===== src/rtl/aes_pkg.sv =====
// Shared types and default sizing for the AES request scheduler.
package aes_pkg;
  localparam int AES_DW          = 128;
  localparam int AES_KW          = 128;
  localparam int AES_TIMEOUT_DEF = 64;

  typedef enum logic [2:0] {IDLE, LOAD, BUSY, DONE, GAP} state_e;
endpackage


===== src/rtl/aes_req_sched_if.sv =====
// Bundle of requester, response and AES core signals around the scheduler.
interface aes_req_sched_if
  import aes_pkg::*;
#(
  parameter int DW = AES_DW,
  parameter int KW = AES_KW
);
  logic          req0_valid;
  logic          req0_ready;
  logic [DW-1:0] req0_data;
  logic [KW-1:0] req0_key;
  logic          req1_valid;
  logic          req1_ready;
  logic [DW-1:0] req1_data;
  logic [KW-1:0] req1_key;
  logic          rsp_valid;
  logic          rsp_ready;
  logic          rsp_id;
  logic [DW-1:0] rsp_data;
  logic          rsp_err;
  logic          core_en;
  logic [DW-1:0] core_data_in;
  logic [KW-1:0] core_key_in;
  logic [DW-1:0] core_data_out;
  logic          core_data_out_valid;
  logic          busy;

  // Scheduler side.
  modport slave (
    input  req0_valid, req0_data, req0_key, req1_valid, req1_data, req1_key,
    input  rsp_ready, core_data_out, core_data_out_valid,
    output req0_ready, req1_ready, rsp_valid, rsp_id, rsp_data, rsp_err,
    output core_en, core_data_in, core_key_in, busy
  );

  // Requesters, response consumer and core together.
  modport master (
    output req0_valid, req0_data, req0_key, req1_valid, req1_data, req1_key,
    output rsp_ready, core_data_out, core_data_out_valid,
    input  req0_ready, req1_ready, rsp_valid, rsp_id, rsp_data, rsp_err,
    input  core_en, core_data_in, core_key_in, busy
  );
endinterface


===== src/rtl/aes_rr_arb2.sv =====
// Two-way round-robin arbiter; the pointer names the requester that wins a tie.
module aes_rr_arb2 (
  input  logic       clk_i,
  input  logic       rst_ni,
  input  logic [1:0] valid_i,
  input  logic       en_i,
  input  logic       update_i,
  output logic [1:0] grant_o
);
  logic rr_q;

  always_comb begin
    grant_o = 2'b00;
    if (en_i) begin
      case (valid_i)
        2'b01:   grant_o = 2'b01;
        2'b10:   grant_o = 2'b10;
        2'b11:   grant_o = rr_q ? 2'b10 : 2'b01;
        default: grant_o = 2'b00;
      endcase
    end
  end

  // After a grant the other requester gets priority on the next tie.
  always_ff @(posedge clk_i or negedge rst_ni) begin
    if (!rst_ni) begin
      rr_q <= 1'b0;
    end else if (update_i) begin
      rr_q <= grant_o[0];
    end
  end
endmodule


===== src/rtl/aes_req_sched.sv =====
// Round-robin job scheduler for a single AES core: holds operands and enable
// for the whole encryption, returns a tagged result, aborts a hung core.
module aes_req_sched
  import aes_pkg::*;
#(
  parameter int DW          = AES_DW,
  parameter int KW          = AES_KW,
  parameter int TIMEOUT_CYC = AES_TIMEOUT_DEF,
  parameter int CNT_W       = 7
) (
  input logic            AES_clk,
  input logic            AES_rst_n,
  aes_req_sched_if.slave bus
);
  state_e         state_q;
  logic [CNT_W-1:0] cnt_q;
  logic           core_en_q;
  logic [DW-1:0]  core_data_in_q;
  logic [KW-1:0]  core_key_in_q;
  logic           job_id_q;
  logic           rsp_valid_q;
  logic           rsp_id_q;
  logic [DW-1:0]  rsp_data_q;
  logic           rsp_err_q;

  logic [1:0]     req_valid;
  logic [1:0]     grant;
  logic [1:0]     req_ready;
  logic           in_idle;
  logic           hs;
  logic [DW-1:0]  sel_data;
  logic [KW-1:0]  sel_key;

  assign req_valid = {bus.req1_valid, bus.req0_valid};
  assign in_idle   = (state_q == IDLE);

  aes_rr_arb2 u_arb (
    .clk_i    (AES_clk),
    .rst_ni   (AES_rst_n),
    .valid_i  (req_valid),
    .en_i     (in_idle),
    .update_i (hs),
    .grant_o  (grant)
  );

  // Ready is masked by reset so nothing is offered while the block is held.
  for (genvar gi = 0; gi < 2; gi++) begin : g_ready
    assign req_ready[gi] = grant[gi] & AES_rst_n;
  end

  assign hs       = |(req_valid & req_ready);
  assign sel_data = grant[1] ? bus.req1_data : bus.req0_data;
  assign sel_key  = grant[1] ? bus.req1_key  : bus.req0_key;

  always_ff @(posedge AES_clk or negedge AES_rst_n) begin
    if (!AES_rst_n) begin
      state_q        <= IDLE;
      cnt_q          <= '0;
      core_en_q      <= 1'b0;
      core_data_in_q <= '0;
      core_key_in_q  <= '0;
      job_id_q       <= 1'b0;
      rsp_valid_q    <= 1'b0;
      rsp_id_q       <= 1'b0;
      rsp_data_q     <= '0;
      rsp_err_q      <= 1'b0;
    end else begin
      case (state_q)
        IDLE: begin
          if (hs) begin
            core_data_in_q <= sel_data;
            core_key_in_q  <= sel_key;
            job_id_q       <= grant[1];
            core_en_q      <= 1'b1;
            state_q        <= LOAD;
          end
        end
        LOAD: begin
          cnt_q   <= '0;
          state_q <= BUSY;
        end
        BUSY: begin
          cnt_q <= cnt_q + CNT_W'(1);
          // A result in the final watchdog cycle still counts as success.
          if (bus.core_data_out_valid) begin
            rsp_data_q  <= bus.core_data_out;
            rsp_err_q   <= 1'b0;
            rsp_id_q    <= job_id_q;
            rsp_valid_q <= 1'b1;
            core_en_q   <= 1'b0;
            state_q     <= DONE;
          end else if (cnt_q == CNT_W'(TIMEOUT_CYC - 1)) begin
            rsp_data_q  <= '0;
            rsp_err_q   <= 1'b1;
            rsp_id_q    <= job_id_q;
            rsp_valid_q <= 1'b1;
            core_en_q   <= 1'b0;
            state_q     <= DONE;
          end
        end
        DONE: begin
          if (bus.rsp_ready) begin
            rsp_valid_q <= 1'b0;
            state_q     <= GAP;
          end
        end
        GAP:     state_q <= IDLE;
        default: state_q <= IDLE;
      endcase
    end
  end

  assign bus.req0_ready   = req_ready[0];
  assign bus.req1_ready   = req_ready[1];
  assign bus.core_en      = core_en_q;
  assign bus.core_data_in = core_data_in_q;
  assign bus.core_key_in  = core_key_in_q;
  assign bus.rsp_valid    = rsp_valid_q;
  assign bus.rsp_id       = rsp_id_q;
  assign bus.rsp_data     = rsp_data_q;
  assign bus.rsp_err      = rsp_err_q;
  assign bus.busy         = (state_q != IDLE);
endmodule


===== src/flat_wrapper.sv =====
// flat-port wrapper written by rule: the top's interface ports become plain ports
module aes_req_sched_flat import aes_pkg::*;
#(
  parameter int DW          = AES_DW,
  parameter int KW          = AES_KW,
  parameter int TIMEOUT_CYC = AES_TIMEOUT_DEF,
  parameter int CNT_W       = 7
)
  (AES_clk, AES_rst_n, bus_req0_valid, bus_req0_data, bus_req0_key, bus_req1_valid, bus_req1_data, bus_req1_key, bus_rsp_ready, bus_core_data_out, bus_core_data_out_valid, bus_req0_ready, bus_req1_ready, bus_rsp_valid, bus_rsp_id, bus_rsp_data, bus_rsp_err, bus_core_en, bus_core_data_in, bus_core_key_in, bus_busy);
  aes_req_sched_if #(.DW(DW), .KW(KW)) bus_i ();
  input logic AES_clk;
  input logic AES_rst_n;
  input wire logic [$bits(bus_i.req0_valid)-1:0] bus_req0_valid;
  input wire logic [$bits(bus_i.req0_data)-1:0] bus_req0_data;
  input wire logic [$bits(bus_i.req0_key)-1:0] bus_req0_key;
  input wire logic [$bits(bus_i.req1_valid)-1:0] bus_req1_valid;
  input wire logic [$bits(bus_i.req1_data)-1:0] bus_req1_data;
  input wire logic [$bits(bus_i.req1_key)-1:0] bus_req1_key;
  input wire logic [$bits(bus_i.rsp_ready)-1:0] bus_rsp_ready;
  input wire logic [$bits(bus_i.core_data_out)-1:0] bus_core_data_out;
  input wire logic [$bits(bus_i.core_data_out_valid)-1:0] bus_core_data_out_valid;
  output wire logic [$bits(bus_i.req0_ready)-1:0] bus_req0_ready;
  output wire logic [$bits(bus_i.req1_ready)-1:0] bus_req1_ready;
  output wire logic [$bits(bus_i.rsp_valid)-1:0] bus_rsp_valid;
  output wire logic [$bits(bus_i.rsp_id)-1:0] bus_rsp_id;
  output wire logic [$bits(bus_i.rsp_data)-1:0] bus_rsp_data;
  output wire logic [$bits(bus_i.rsp_err)-1:0] bus_rsp_err;
  output wire logic [$bits(bus_i.core_en)-1:0] bus_core_en;
  output wire logic [$bits(bus_i.core_data_in)-1:0] bus_core_data_in;
  output wire logic [$bits(bus_i.core_key_in)-1:0] bus_core_key_in;
  output wire logic [$bits(bus_i.busy)-1:0] bus_busy;
  assign bus_i.req0_valid = bus_req0_valid;
  assign bus_i.req0_data = bus_req0_data;
  assign bus_i.req0_key = bus_req0_key;
  assign bus_i.req1_valid = bus_req1_valid;
  assign bus_i.req1_data = bus_req1_data;
  assign bus_i.req1_key = bus_req1_key;
  assign bus_i.rsp_ready = bus_rsp_ready;
  assign bus_i.core_data_out = bus_core_data_out;
  assign bus_i.core_data_out_valid = bus_core_data_out_valid;
  assign bus_req0_ready = bus_i.req0_ready;
  assign bus_req1_ready = bus_i.req1_ready;
  assign bus_rsp_valid = bus_i.rsp_valid;
  assign bus_rsp_id = bus_i.rsp_id;
  assign bus_rsp_data = bus_i.rsp_data;
  assign bus_rsp_err = bus_i.rsp_err;
  assign bus_core_en = bus_i.core_en;
  assign bus_core_data_in = bus_i.core_data_in;
  assign bus_core_key_in = bus_i.core_key_in;
  assign bus_busy = bus_i.busy;
  aes_req_sched #(.DW(DW), .KW(KW), .TIMEOUT_CYC(TIMEOUT_CYC), .CNT_W(CNT_W)) u_core (.AES_clk(AES_clk), .AES_rst_n(AES_rst_n), .bus(bus_i));
endmodule

===== config.mk =====
export PLATFORM = sky130hd
export DESIGN_NAME = aes_req_sched_flat
export DESIGN_NICKNAME = d
export VERILOG_FILES = /design/src/rtl/aes_pkg.sv /design/src/rtl/aes_req_sched_if.sv /design/src/rtl/aes_rr_arb2.sv /design/src/rtl/aes_req_sched.sv /design/src/flat_wrapper.sv
export SDC_FILE = /design/constraint.sdc
export NUM_CORES = 1
export LEC_CHECK = 0
export ABC_CLOCK_PERIOD_IN_PS = 2900
export BUFFER_PORTS_ARGS = -buffer_cell sky130_fd_sc_hd__buf_2
export CAP_MARGIN = 20
export CORE_AREA = 2 2 403 405
export DETAILED_ROUTE_END_ITERATION = 6
export DIE_AREA = 0 0 405 407
export GPL_TIMING_DRIVEN = 0
export MAX_ROUTING_LAYER = met4
export PLACE_DENSITY = 0.38
export SLEW_MARGIN = 0
export SYNTH_ARGS = -nofsm -noshare
export SYNTH_HDL_FRONTEND = slang
export SYNTH_HIERARCHICAL = 1
export SYNTH_SLANG_ARGS = --single-unit

===== constraint.sdc =====
create_clock -name AES_clk -period 2.9 [get_ports AES_clk]
set_clock_uncertainty 0.15 [all_clocks]
set_input_delay 0.58 -clock AES_clk [delete_from_list [all_inputs] [get_ports AES_clk]]
set_output_delay 0.58 -clock AES_clk [all_outputs]
set_load 0.03 [all_outputs]

# Word-level counts from Yosys, hierarchy flattened
# Cells that the tools add are included.
[word_totals] ff_bits=400 input_bits=646 out_inout_bits=391 wordCells=61
[classes] addsub=1 n_eq_ne=10 mux=24 bitwise_logic=3 reduce_logical=12
[op_table] operator="128-bit two-way mux" n=4
[op_table] operator="7-bit one-hot mux with 2 select lines" n=1
[op_table] operator="3-bit two-way mux" n=4
[op_table] operator="3-bit one-hot mux with 4 select lines" n=1
[op_table] operator="1-bit two-way mux" n=9
[op_table] operator="3-bit AND reduction" n=3
[op_table] operator="2-bit nonzero test" n=4
[op_table] operator="7-bit by 1-bit adder with 7-bit output, second input constant" n=1
[op_table] operator="7-bit by 6-bit equality test with 1-bit output, second input constant" n=1
[op_table] operator="3-bit by 2-bit equality test with 1-bit output, second input constant" n=2
[op_table] operator="2-bit one-hot mux with 3 select lines" n=1
[op_table] operator="2-bit equality test, second input constant" n=2
[op_table] operator="2-bit two-way mux" n=2
[op_table] operator="2-bit != test, second input constant" n=2
[op_table] operator="1-bit one-hot mux with 2 select lines" n=2
[op_table] operator="2-bit AND reduction" n=2
[op_table] operator="3-bit by 1-bit equality test with 1-bit output, second input constant" n=1
[op_table] operator="3-bit logical NOT" n=1
[op_table] operator="3-bit by 2-bit != test with 1-bit output, second input constant" n=1
[op_table] operator="3-bit nonzero test" n=1
[op_table] operator="1-bit AND" n=2
[op_table] operator="2-bit AND" n=1
[op_table] operator="2-bit by 1-bit equality test with 1-bit output, second input constant" n=1
[op_table] operator="2-bit OR reduction" n=1

# Depth between registers and ports, before layout
# Gate-level depths: netlist of the first run.
[logic_depth] ltp_word=8 mapped_depth=11

# Modules after synthesis
# Netlist of the first run, hierarchy kept.
[modules_own_cells] mod="aes_req_sched" instances=1 cells_per_inst=1347 area_per_inst_um2=18890.6 seq_area_each_um2=9984.6
[modules_own_cells] mod="aes_rr_arb2" instances=1 cells_per_inst=8 area_per_inst_um2=65.1 seq_area_each_um2=25.0

# Least setup slack after synthesis of the first run
# OpenSTA, ideal clock, no wires.
[synth_path] path_type="flip-flop to output port" startpoint="reg u_core.state_q[0]" endpoint="out bus_req1_ready" t_arrival_ns=2.438 slack_ns=-0.268 path_stages_with_launch=10 n_path_buf=4 path_cell_list="dfrtp_1 > buf_6 > or3_1 > inv_1 > nand2_1 > a21oi_1 > clkbuf_1 > buf_2 > buf_1 > and2_1"
[synth_between] elab_chain_cells=3
[synth_lines] element="from (decl)" line_no="aes_req_sched.sv:15" source="state_e state_q;"
[synth_lines] element="from (signal assigned)" line_no="aes_req_sched.sv:57" source="state_q <= IDLE;"
[synth_lines] element="from (signal assigned)" line_no="aes_req_sched.sv:75" source="state_q <= LOAD;"
[synth_lines] element="from (signal assigned)" line_no="aes_req_sched.sv:80" source="state_q <= BUSY;"
[synth_lines] element="3-bit logical NOT" line_no="aes_req_sched.sv:35" source="assign in_idle = (state_q == IDLE);"
[synth_lines] element="via u_core.in_idle" line_no="aes_req_sched.sv:29" source="logic in_idle;"
[synth_lines] element="2-bit two-way mux" line_no="aes_rr_arb2.sv:14" source="if (en_i) begin"
[synth_lines] element="via u_core.grant[1]" line_no="aes_req_sched.sv:27" source="logic [1:0] grant;"
[synth_lines] element="1-bit AND" line_no="aes_req_sched.sv:48" source="assign req_ready[gi] = grant[gi] & AES_rst_n;"
[synth_lines] element="to (decl)" line_no="flat_wrapper.sv:23" source="output wire logic [$bits(bus_i.req1_ready)-1:0] bus_req1_ready;"
# The timed path passes the listed nets, and every way through them passes these cells.

# Final worst setup path of the first run
[layout_path] startpoint="reg u_core.state_q[2]" endpoint="out bus_req1_ready"
# The elaborated chain is that of the path after synthesis.

==> results of run 1 <==
## sequential cells by signal (all words and copies together) (netlist names)
name                     count
u_core/cnt_q                 7
u_core/bus.rsp_valid         1
u_core/state_q               3
u_core/bus.core_key_in     128
u_core/bus.core_data_in    128
u_core/bus.core_en           1
u_core/u_arb/rr_q            1
u_core/bus.rsp_err           1
u_core/job_id_q              1
u_core/bus.rsp_id            1
u_core/bus.rsp_data        128
## layout make-up
class,count,area (sq um)
well taps,2160,2700
inverters,9,36.3
multi-input cells,842,8960
diodes,38,95.1
clock inverters,6,87.6
clock buffers,84,1580
flip-flops and latches,400,10000
repair buffers,1098,6420
fillers,17779,129000
plain buffers,102,1140
## cell families (layout without fill, tap and decap cells)
kind of cell | Yosys count | after routing | synth area share (%)
AND/OR/NAND/NOR | 43 | 43 | 1.36
flip-flops | 400 | 400 | 52.8
AO/OA/AOI/OAI | 282 | 282 | 12.0
other | 0 | 38 | 0
adder cells (fa/ha/maj) | 1 | 1 | 0.0660
buffers and inverters | 113 | 1299 | 3.18
multiplexers | 516 | 516 | 30.6
## synthesized netlist by cell type (4+ instances only)
cell and number:
a22o_1 129, buf_1 7, dfrtp_1 400, buf_4 13, mux2_1 236, inv_1 9
nand2_1 9, mux2_2 277, a21o_1 129, o21ai_0 7, buf_6 16, clkbuf_1 60
and2_1 4, nand3_1 7, buf_2 8
## cell usage in the layout (no fill, tap or decap), drive strengths merged, types with 3 or more instances in the layout
| cell | n |
|---|---|
| clkbuf | 139 |
| mux2i | 3 |
| nand3 | 7 |
| a21o | 129 |
| dfrtp | 400 |
| nor2 | 3 |
| diode | 38 |
| and2 | 4 |
| nand2 | 9 |
| buf | 1143 |
| mux2 | 513 |
| o221ai | 3 |
| a21oi | 3 |
| a22o | 129 |
| inv | 11 |
| o21ai | 7 |
## how the worst max path moves through the flow
stage / startpoint / endpoint / slack (ns)
after global placement: AES_rst_n / u_core/job_id_q$_DFFE_PN0P_ / -8.55
final: u_core/state_q[2]$_DFFE_PN0P_ / bus_req1_ready / -0.15
after global routing: u_core/state_q[2]$_DFFE_PN0P_ / bus_req1_ready / -0.29
after floorplan: u_core/state_q[0]$_DFFE_PN0P_ / bus_req1_ready / 0.08
after detailed placement: u_core/state_q[0]$_DFFE_PN0P_ / u_core/bus.core_key_in[0]$_DFFE_PN0P_ / -1.44
after CTS: u_core/state_q[0]$_DFFE_PN0P_ / bus_req1_ready / -0.26
## through the flow
stage,util [%],hold WS (ns)
finish,19.4,-0.321
global route,19.4,-0.344
CTS,19.3,-0.365
detailed placement,16.9,0.319
global placement,16.8,0.312
floorplan,-,0.134
## power groups by stage
stage	clock network (uW)	registers, uW	logic, uW
2_1_floorplan	0	15200	5240
3_3_place_gp	0	9950	16600
3_5_place_dp	0	10000	16700
4_1_cts	6840	10000	18200
5_1_grt	7070	10400	19000
6_report	6550	10000	17900
## repair_timing
item | 4_1_cts | 5_1_grt
endpoints found under the setup margin | 370 | 268
buffers inserted | 39 | 2
pin swaps | 3 | 3
gates resized for setup | 329 | 24
cloned | 20 | 2
hold endpoints to repair | 37 | 37
## worst max-delay path, delay by kind of cell, from the launching register on
kind	cells	cell delay, ns
AND/OR/NAND/NOR	3	0.59
buffers and inverters	5	0.53
flip-flops	1	0.41
AO/OA/AOI/OAI	1	0.14
## per-layer routing
layer	part of all wire, %	global-route usage (%)
met5	0	-
met4	2.5	3.04
met2	51	23.9
met1	39	14.9
met3	7.4	4.03
==> reports/results.ini, run 1 <==
[run_status]
outcome=complete, but fails checks
violations=hold timing, setup timing

[grt]
antenna_found_initial=103
grt_pass1_vias=17484
grt-ovfl-total=0
grt_pass1_wl_mm=150
grt_usage_pct=13.5
grt_max_degree=98

[sta]
finalSetupViolations=113
drv_slew=0
rsz0062_at_grt=yes
finalSetupTns_ns=-2.27
fin_hold_ws_ns=-0.321
fin_crit_ns=3.05
fin_crit_sh_pct=105
fmax_mhz=328
slew_headroom_pct=43.0
finalHoldViolations=37
worstMarginPinSlew_ns=0.855
worst_slack_ns=-0.151

[worst_hold_path]
hp-class=input pin to asynchronous set/reset pin

[die]
initial_core_util_pct=11.8
dieWidth_um=405
die_area_sq_mm=0.165
ios=1037
rows=147
die_height_um=407
core_area_sq_mm=0.160

[power]
clkPwrFrac_pct=19.0
vdd_drop_max_v=0.000547
p_leak_uw=0.0149
intPower_uw=19200
p_seq_share_pct=29.0
p_comb_share_pct=52.0
power_uw=34500
switching_share_pct=44.4
power.switching_uw=15300
power_density_mw_per_mm2=1110

[cts]
numCtsBuffers=52
cts_tree=yes
root_buffer=clkbuf_16
insertion_delay_ns=0.64
clockBufferDepth=3
htreeDepth=2
clkSlewWorstSetupHoldPaths_ns=0.06
cts.sinks=400

[placement]
io_buffers=1036
post-place-ws_ns=-1.44
placed_cell_area_sq_mm=0.0270
dp.cells=4555
hpwlAfterDp_mm=92.5
gp_congestion=0.923

[route]
drtIter0Drc=709
wl_mm=113
drc=0
routed-via-count=16658
wl_per_cell_um=23.9
via_per_inst=3.52
ant_nets=0
firstDrtPassIters=4

[critical_path]
critPathKind=register to output pin
r2r_slack_ns=-0.06
end_kind=output pin
rr_worst_depth=14
reg2reg_from=u_core/state_q[2]$_DFFE_PN0P_
critPathRequiredTime_ns=2.17
cp_max_fo=4
critPathLaunchType=register
worstPathArrival_ns=2.32
cpPeakStageDelay_ns=0.43
rr_endpoint=u_core/bus.core_key_in[93]$_DFFE_PN0P_
path_cells=or3_4 > inv_4 > nand2_2 > a21oi_2 > buf_8 > buf_12 > buf_12 > and2_4 > buf_6
slowest_stage=or3_4
cp_common_cell=buf_12

[synthesis]
synth_ff_type=dfrtp_1
synth-async-reset-ratio_pct=100
synth_edf_count=0
ys_warn_count=6
synth_nets=2002
yosys.area.top_type_share_pct=52.8
synth_cell_types=44
syn-instance-count=1355
ys_seq_area_share_pct=52.8
synth-seq-cells=400
syn_area_per_cell_sq_um=14.0
synth_top_cell_by_area=dfrtp_1
synth_area_sq_mm=0.0190
synth_area_leaders=dfrtp_1, mux2_2, mux2_1

[flow_run]
cap_violations=0

[cells_and_area]
layout-drive-gt1-share_pct=66.1
area_growth_pct=63.7
fin_cells=4739
finalNetCount=3152
post-route-cell-area_sq_mm=0.0310

Note: power is estimated with default switching activity, not from simulation.
==> run 2: changes to the inputs <==
--- a/config.mk
+++ b/config.mk
@@ -13,9 +13,8 @@
 export DIE_AREA = 0 0 405 407
 export GPL_TIMING_DRIVEN = 0
 export MAX_ROUTING_LAYER = met4
-export PLACE_DENSITY = 0.38
+export PLACE_DENSITY = 0.36
 export SLEW_MARGIN = 0
 export SYNTH_ARGS = -nofsm -noshare
 export SYNTH_HDL_FRONTEND = slang
-export SYNTH_HIERARCHICAL = 1
 export SYNTH_SLANG_ARGS = --single-unit
==> run 2 against run 1 <==
Net effect:
- the run ends with hold timing left
- cell count is 17% higher
- final area is 2.2% higher
- clock-buffer cell count fell by 8
- combinational power fell by 5%
- maximum frequency grew 9.7%
- clock power increased by 4.4%
- total power down 2.1%
- sequential power hardly changed
- register-to-register slack better by 0.27 ns
- sequential share of layout area shrank 0.67 points
- first-iteration DRC count increased by 70%
==> reports/results.ini, run 2 <==
[run_status]
outcome=complete, but fails checks
violations=hold timing

[critical_path]
critPathRequiredTime_ns=2.17
cp_max_fo=2
end_kind=output pin
critPathLaunchType=register
critPathKind=register to output pin
worstPathArrival_ns=2.05

[synthesis]
synth_ff_type=dfrtp_1
synth_area_leaders=dfrtp_1, nand2_1, a31oi_1
yosys.area.top_type_share_pct=59.0
syn-instance-count=1752
synth_cell_types=33
synth-seq-cells=400
ys_warn_count=0
synth_edf_count=0
syn_area_per_cell_sq_um=9.68
synth.most_common_cell=nand2_1
synth_area_sq_mm=0.0170
ys_seq_area_share_pct=59.0
synth-async-reset-ratio_pct=100
synth_top_cell_by_area=dfrtp_1
ys_top_cells_by_count=nand2_1, dfrtp_1, nor2_1, a31oi_1, a22o_1
synth_nets=2399

[placement]
gp_congestion=0.893
io_buffers=1036
post-place-ws_ns=-1.46
hpwlAfterDp_mm=108

[cells_and_area]
layout-drive-gt1-share_pct=37.5
multi_input_area_sq_mm=0.00597
final_cell_mix=buf_2, nand2_1, dlygate4sd3_1, dfrtp_1, nor2_1
seq_area_sq_mm=0.0100
fillers=18093
finalNetCount=3969
area_growth_pct=87.0
layout_commonest_cell=buf_2

[power]
p_leak_uw=0.0149
power_uw=33800
power_density_mw_per_mm2=1060
vdd_drop_max_v=0.000453

[die]
dieWidth_um=405
rows=147
initial_core_util_pct=10.6
die_height_um=407
ios=1037
die_area_sq_mm=0.165
core_area_sq_mm=0.160

[grt]
grt_usage_pct=16.0
grt-ovfl-total=0
grt_pass1_wl_mm=176
grt_pass1_vias=21071
antenna_found_initial=53
grt_max_degree=90

[cts]
numCtsBuffers=54
cts_tree=yes
clkSlewWorstSetupHoldPaths_ns=0.06
clockBufferDepth=3
insertion_delay_ns=0.65
root_buffer=clkbuf_16
htreeDepth=2
cts.sinks=400

[sta]
worst_slack_ns=0.120
rsz0062_at_grt=yes
slew_headroom_pct=34.3
fmax_mhz=360
finalHoldViolations=35
worstMarginPinSlew_ns=0.985
fin_crit_ns=2.78
fin_hold_ws_ns=-0.229
finalSetupViolations=0
drv_slew=0
fin_crit_sh_pct=95.9

[route]
drtIter0Drc=1207
drc=0
ant_nets=0
firstDrtPassIters=5
wl_per_cell_um=24.2
via_per_inst=3.62
wl_mm=134
routed-via-count=20132

[worst_hold_path]
hp-class=input pin to asynchronous set/reset pin

[flow_run]
cap_violations=0

run 2: cells by family after synthesis:
logic type	after synthesis	synth area share [%]
AND/OR/NAND/NOR	798	18.1
AO/OA/AOI/OAI	407	17.0
flip-flops	400	59.0
buffers and inverters	145	5.79
multiplexers	1	0.0664
adder cells (fa/ha/maj)	1	0.0738
run 2: per-layer routing:
metal | global-route usage [%] | part of all wire [%] | up-vias | wire [um]
li1 | - | - | 9223 | -
met3 | 3.95 | 6.5 | 172 | 8770
met2 | 27.3 | 50 | 838 | 66700
met1 | 18.3 | 41 | 9899 | 54600
met4 | 5.20 | 3.2 | 0 | 4340
met5 | - | 0 | - | 0
run 2: final cells by class:
cell class / instances / share of cell area [%]
Clock inverter: 23 / 0.746
Antenna cell: 29 / 0.229
Timing Repair Buffer: 1515 / 32.2
Sequential cell: 400 / 31.6
Clock buffer: 76 / 4.74
Tap cell: 2160 / 8.52
Multi-Input combinational cell: 1207 / 18.8
Inverter: 2 / 0.0237
Buffer: 142 / 3.15
run 2: final timing paths:
kind | from | to | slack [ns] | cells after the start
min reg2reg | u_core.bus.core_en$_DFFE_PN0P_ | u_core.bus.core_en$_DFFE_PN0P_ | 0.33 | 1
max | u_core.state_q[2]$_DFFE_PN0P_ | bus_req1_ready | 0.12 | 6
min in group AES_clk | bus_req0_data[93] | u_core.bus.core_data_in[93]$_DFFE_PN0P_ | 0.05 | 3
max reg2reg | u_core.state_q[0]$_DFFE_PN0P_ | u_core.bus.core_key_in[19]$_DFFE_PN0P_ | 0.21 | 8
min | AES_rst_n | u_core.bus.core_key_in[33]$_DFFE_PN0P_ | -0.23 | 2
max in group asynchronous | AES_rst_n | u_core.bus.core_key_in[19]$_DFFE_PN0P_ | 1.42 | 5
run 2: timing repair:
item                                    in CTS  in global routing
gates resized for setup                     19                  1
gates cloned                                 3                  1
endpoints found under the setup margin     260                 20
pin swaps                                    2                  0
hold buffers                               463                  1
hold endpoints to repair                   439                 69
setup buffers                                7                  0
run 2: worst max-delay path, stage by stage, from the launching register on:
cell	delay, ns
dfrtp_2	0.43
nor3_4	0.25
and3_1	0.20
buf_6	0.14
buf_12	0.11
and2_4	0.14
buf_6	0.13
run 2: power breakdown:
group	switching [uW]	internal (uW)
clock network	3020	3820
registers	1650	8290
logic	11800	5190
run 2: per-stage QoR:
step	cell area [sq um]	std cells	setup TNS, ns	utilization, %
2_1_floorplan	17000	1752	0	-
3_3_place_gp	24800	4948	-5615.90	15.5
3_5_place_dp	25000	4953	-281.68	15.6
4_1_cts	31600	5525	-0.00822	19.7
5_1_grt	31700	5544	-0.0352	19.8
6_report	31700	5554	0	19.8
